### config.mk
export PLATFORM = sky130hd
export DESIGN_NAME = syzygy_adc_capture_buf
export DESIGN_NICKNAME = d
export VERILOG_FILES = /design/src/rtl/syzygy_adc_pkg.sv /design/src/rtl/syzygy_adc_capture_ram.sv /design/src/rtl/syzygy_adc_capture_buf.sv
export SDC_FILE = /design/constraint.sdc
export NUM_CORES = 2
export LEC_CHECK = 0
export CAP_MARGIN = 20
export CORE_MARGIN = 3
export CORE_UTILIZATION = 54
export DETAILED_ROUTE_END_ITERATION = 7
export PLACE_DENSITY = 0.74
export REMOVE_ABC_BUFFERS = 1
export SKIP_CTS_REPAIR_TIMING = 1
export SYNTH_ARGS = -nofsm -noshare
export SYNTH_HDL_FRONTEND = slang
export SYNTH_SLANG_ARGS = --single-unit
export TNS_END_PERCENT = 5
### constraint.sdc
create_clock -name clk -period 2.5 [get_ports clk]
set_input_delay 0.375 -clock clk [delete_from_list [all_inputs] [get_ports clk]]
set_output_delay 0.375 -clock clk [all_outputs]
set_load 0.01 [all_outputs]
### src/rtl/syzygy_adc_pkg.sv
// Shared definitions for the ADC capture buffer: default sizes, FSM states and
// the offset-binary to two's-complement sample conversion.
package syzygy_adc_pkg;

  localparam int DATA_W_DEF = 12;
  localparam int ADDR_W_DEF = 8;
  localparam int FRAME_LEN  = 1 << ADDR_W_DEF;

  // Wide enough for any sample width this block is built with.
  localparam int CONV_W = 32;

  typedef enum logic [1:0] {
    ST_IDLE      = 2'd0,
    ST_WAIT_TRIG = 2'd1,
    ST_CAPTURE   = 2'd2,
    ST_DONE      = 2'd3
  } state_t;

  // Offset binary and two's complement differ only in the sign bit.
  function automatic logic [CONV_W-1:0] offset_to_twos(input logic [CONV_W-1:0] sample,
                                                       input int width);
    return sample ^ (CONV_W'(1) << (width - 1));
  endfunction

endpackage

### src/rtl/syzygy_adc_capture_ram.sv
// Simple dual-port frame RAM: one write port, one registered read-first port.
module syzygy_adc_capture_ram
  import syzygy_adc_pkg::*;
#(
  parameter int DATA_W = DATA_W_DEF,
  parameter int ADDR_W = ADDR_W_DEF
) (
  input  logic              clk,
  input  logic              reset,
  input  logic              wr_en,
  input  logic [ADDR_W-1:0] wr_addr,
  input  logic [DATA_W-1:0] wr_data,
  input  logic              rd_en,
  input  logic [ADDR_W-1:0] rd_addr,
  output logic [DATA_W-1:0] rd_data
);

  logic [DATA_W-1:0] mem [0:(1 << ADDR_W)-1];

  // NOTE: the array has no reset so it maps onto block RAM; only the output register is reset.
  always_ff @(posedge clk) begin
    if (wr_en) mem[wr_addr] <= wr_data;
  end

  // NOTE: non-blocking updates make a same-cycle read see the old word (read-first).
  always_ff @(posedge clk or posedge reset) begin
    if (reset)      rd_data <= '0;
    else if (rd_en) rd_data <= mem[rd_addr];
  end

endmodule

### src/rtl/syzygy_adc_capture_buf.sv
// ADC frame capture: arm/trigger FSM, sample counter and sign conversion in
// front of a dual-port frame RAM that the host reads back by address.
module syzygy_adc_capture_buf
  import syzygy_adc_pkg::*;
#(
  parameter int DATA_W = DATA_W_DEF,
  parameter int ADDR_W = ADDR_W_DEF
) (
  input  logic              clk,
  input  logic              reset,
  input  logic              arm,
  input  logic              trig_mode,
  input  logic              trig,
  input  logic              abort,
  input  logic              data_valid,
  input  logic [DATA_W-1:0] data_i,
  input  logic              rd_en,
  input  logic [ADDR_W-1:0] rd_addr,
  output logic [DATA_W-1:0] data_o,
  output logic              busy,
  output logic              done,
  output logic [ADDR_W:0]   sample_count
);

  localparam logic [ADDR_W:0] FULL_COUNT = (ADDR_W + 1)'(1) << ADDR_W;
  localparam logic [ADDR_W:0] COUNT_ONE  = (ADDR_W + 1)'(1);

  state_t            state_q, state_d;
  logic [ADDR_W:0]   count_q, count_d;
  logic              busy_q, done_q;
  logic              wr_en;
  logic [DATA_W-1:0] wr_data;

  assign wr_data = DATA_W'(offset_to_twos(CONV_W'(data_i), DATA_W));

  // NOTE: every output of this block gets a default first, so no path can infer a latch.
  always_comb begin
    state_d = state_q;
    count_d = count_q;
    wr_en   = 1'b0;
    case (state_q)
      ST_IDLE, ST_DONE: begin
        if (arm) begin
          count_d = '0;
          state_d = trig_mode ? ST_WAIT_TRIG : ST_CAPTURE;
        end
      end
      ST_WAIT_TRIG: begin
        if (abort)     state_d = ST_IDLE;
        else if (trig) state_d = ST_CAPTURE;
      end
      ST_CAPTURE: begin
        if (data_valid) begin
          wr_en   = 1'b1;
          count_d = count_q + COUNT_ONE;
          if (count_d == FULL_COUNT) state_d = ST_DONE;
        end
        // An in-flight write still lands, but abort wins over completion.
        if (abort) state_d = ST_IDLE;
      end
      default: state_d = ST_IDLE;
    endcase
  end

  always_ff @(posedge clk or posedge reset) begin
    if (reset) begin
      state_q <= ST_IDLE;
      count_q <= '0;
      busy_q  <= 1'b0;
      done_q  <= 1'b0;
    end else begin
      state_q <= state_d;
      count_q <= count_d;
      busy_q  <= (state_d == ST_WAIT_TRIG) || (state_d == ST_CAPTURE);
      done_q  <= (state_d == ST_DONE);
    end
  end

  assign busy         = busy_q;
  assign done         = done_q;
  assign sample_count = count_q;

  // The write address is the low bits of the count, so it wraps 255 -> 0 for free.
  syzygy_adc_capture_ram #(
    .DATA_W (DATA_W),
    .ADDR_W (ADDR_W)
  ) u_ram (
    .clk     (clk),
    .reset   (reset),
    .wr_en   (wr_en),
    .wr_addr (count_q[ADDR_W-1:0]),
    .wr_data (wr_data),
    .rd_en   (rd_en),
    .rd_addr (rd_addr),
    .rd_data (data_o)
  );

endmodule

==> summary.md <==
| Metric | Value |
|---|---|
| Outcome | finished with violations |
| Failing checks | setup timing |
| Final core occ | 0.648 |
| Number of detailed-route iterations in the first pass | 6 |
| Post-route worst setup slack | -152 ps |
| Flip-flop and latch count after synthesis | a little over 3k |
| DRC | 0 |
| Final total power | 108 mW |
| Post-synth EDFFs | 3072 |
| Fmax | between 300 and 400 MHz |
| Final Hold Fails | 0 |
| Pwr per Cell Area | 759 mW/mm2 |
| Root Buffer | clkbuf_16 |
| Post-synth ARST share | 0.00807 |
| CP required | 3360 ps |
| Vias in the first global route | 66.9k |
| CTS buffer count | approximately 320 |
| Pin count of the biggest net entering global routing | 102 |
| Core Area | roughly 0.22 mm2 |
| Synthesized cell area | ~0.12 mm2 |
| Hold crit path type | primary input to flip-flop |
| Max-cap violations | 0 |
| WL per Instance | 33.1 um |
| Leak Pwr | roughly 48 nW |
| Hold slack final | roughly 49 ps |
| Most area-consuming cells after synthesis | edfxtp_1, mux4_2, mux2i_1, nor2_1, o22ai_1 |
| Top-count cell post-synth | edfxtp_1 |
| All-layer global routing usage | 0.294 |
| Antenna violations before repair | 23 |
| Area grow syn2layout | 18.8% |
| Worst Path Arrival | 3510 ps |
| Max clock buf depth | 4 |
| Post-route cell area | between 0.1 and 0.15 mm2 |
| Slew Limit Fails | 0 |
| Die area | 0.228 mm2 |
| Vias | 67.3k |
| Total Wirelength | 337 mm |
| NumNets Final | 7048 |
| Initial drt markers | slightly above 10k |
| First-pass GRT wire length | 482 mm |
| Rows | about 170 |
| VDD IR max | between 0.8 and 0.9 mV |
| DR vias/cell | around 6.6 |
| Worst slew margin | 0.385 |
| Port Buffers | 50 |
| Post-DP Area | approximately 0.13 mm2 |
| Post-layout min period | 2650 ps |
| Yosys top cell area share | 0.767 |
| Share of layout cells above drive strength 1 | 0.289 |
| Clock Sinks | 3097 |
| IO Count | 51 |
| Htree depth | 5 |
| CTS tree | done |
| Syn Inst Count | 5918 |
| Worst-path maximum fanout | 11 |
| Clk_lat worst skew | about 950 ps |
| Netlist cell types | 72 |
| Crit Path Category | primary input to flip-flop |
| Die H | 478 um |
| Overflow after GRT | 0 |
| Multi-input logic area | 0.0252 mm2 |
| Post-synthesis sequential area ratio | 0.772 |
| Die width | approximately 480 um |
| Clock transition at path regs | 60 ps |
| Routed Antenna Nets | 0 |
| Period utilization | 1.06 |
| Initial Util | 0.545 |
| Most used DFF post-synth | edfxtp_1 |
| # setup viols final | 3 |
| CP startpoint kind | primary input |
| Clk_skew | 85.6 ps |
| Fin cells | 10.2k |
| Gpl congestion | 0.910 |
| Fill cells | 14.0k |
| CP Capture Type | flip-flop |
| Register area | a little over 0.09 mm2 |
| Commonest cells in the netlist | edfxtp_1, mux4_2, mux2i_1, nor2_1, nand2_1 |
| Hpwl dp | 216 mm |
| Dpl cells | 9646 |
| Worst-margin pin slew | about 900 ps |
| Warnings from Yosys | 0 |
| Unrepaired setup endpoints after global routing | yes |
| Synth Area per Inst | 20.3 um2 |
| Cell accounting for the most synthesized area | edfxtp_1 |
==> sequential cells by signal, summed over array words and instances (netlist names) <==
register and count:
u_ram.mem 3072, u_ram.rd_data 12, sample_count 9, state_q 2, busy 1, done 1
==> layout by cell type, fill, tap and decap left out, types with 42 or more instances in the layout <==
cell	netlist	layout
a211oi_1	42	42
nor2_1	316	315
a21oi_1	109	109
clkbuf_1	120	57
buf_4	60	855
o22ai_1	170	170
clkinv_1	0	70
nand2_1	179	179
clkinv_2	0	49
o21ai_0	72	72
edfxtp_1	3072	3072
mux2i_1	506	506
o221ai_1	111	111
a22oi_1	70	70
mux4_2	514	514
clkbuf_16	0	324
buf_12	6	220
==> cell type report <==
cell class,count,area share
clock inverter,153,0.00871
clock buffer,382,0.0583
timing repair buffer,1131,0.0801
tap,2958,0.0259
multi-input combinational,2444,0.176
sequential,3097,0.650
antenna,8,0.000140
inverter,22,0.000665
==> layer usage <==
layer	vias up	share of wire	global-route usage
met5	-	0.00014	0
met4	6	0.059	0.150
met3	880	0.12	0.0705
met2	4947	0.47	0.452
met1	34673	0.35	0.396
li1	26760	-	-
==> cell families (layout without fill, tap and decap cells) <==
| logic type | Yosys count | count (layout) | synth area share |
|---|---|---|---|
| xor gates and xnor gates | 3 | 3 | 0.000218 |
| buffers and inverters | 377 | 1688 | 0.0203 |
| AOI/OAI and AO/OA | 698 | 698 | 0.0404 |
| other | 0 | 8 | 0 |
| muxes | 1047 | 1047 | 0.141 |
| DFF | 3097 | 3097 | 0.772 |
| adders and majority gates | 8 | 8 | 0.000832 |
| and+or+nand+nor | 688 | 688 | 0.0251 |
==> through the flow <==
| stage | setup TNS [ps] | worst slack (ps) |
|---|---|---|
| after CTS | -1430 | -334 |
| after global placement | -10380 | -1260 |
| after detailed placement | -10340 | -1080 |
| after floorplan | -369310 | -1490 |
| after global routing | -58.3 | -44.0 |
| final | -291 | -152 |
==> report_power, final <==
part / leakage [nW] / internal [mW] / switching (mW)
combinational: 15.3 / 2.56 / 4.05
sequential: 27.9 / 57.2 / 0.142
clock: 4.69 / 25.7 / 18.9
==> final timing paths <==
check,start,endpoint,slack [ps],cells past startpoint
worst max-delay path,rd_addr[0],u_ram.rd_data[11],-150,11
worst min-delay path,data_i[5],u_ram.mem[65][5],50,1
worst max register to register,u_ram.mem[205][5],u_ram.rd_data[5],20,7
worst min register to register,sample_count[8],sample_count[8],600,1
max in group asynchronous,reset,u_ram.rd_data[8],1710,4
min in group asynchronous,reset,done,390,4
==> worst max-delay path, cell delays in order <==
cell and delay (ps):
buf_12 190, buf_4 280, buf_4 160, or2_1 120, buf_4 200, or2_2 330
o22ai_1 240, nor2_1 430, nand4_1 340, nor4b_2 580, a211o_1 170
No activity file was read; power rests on OpenSTA's default activity.
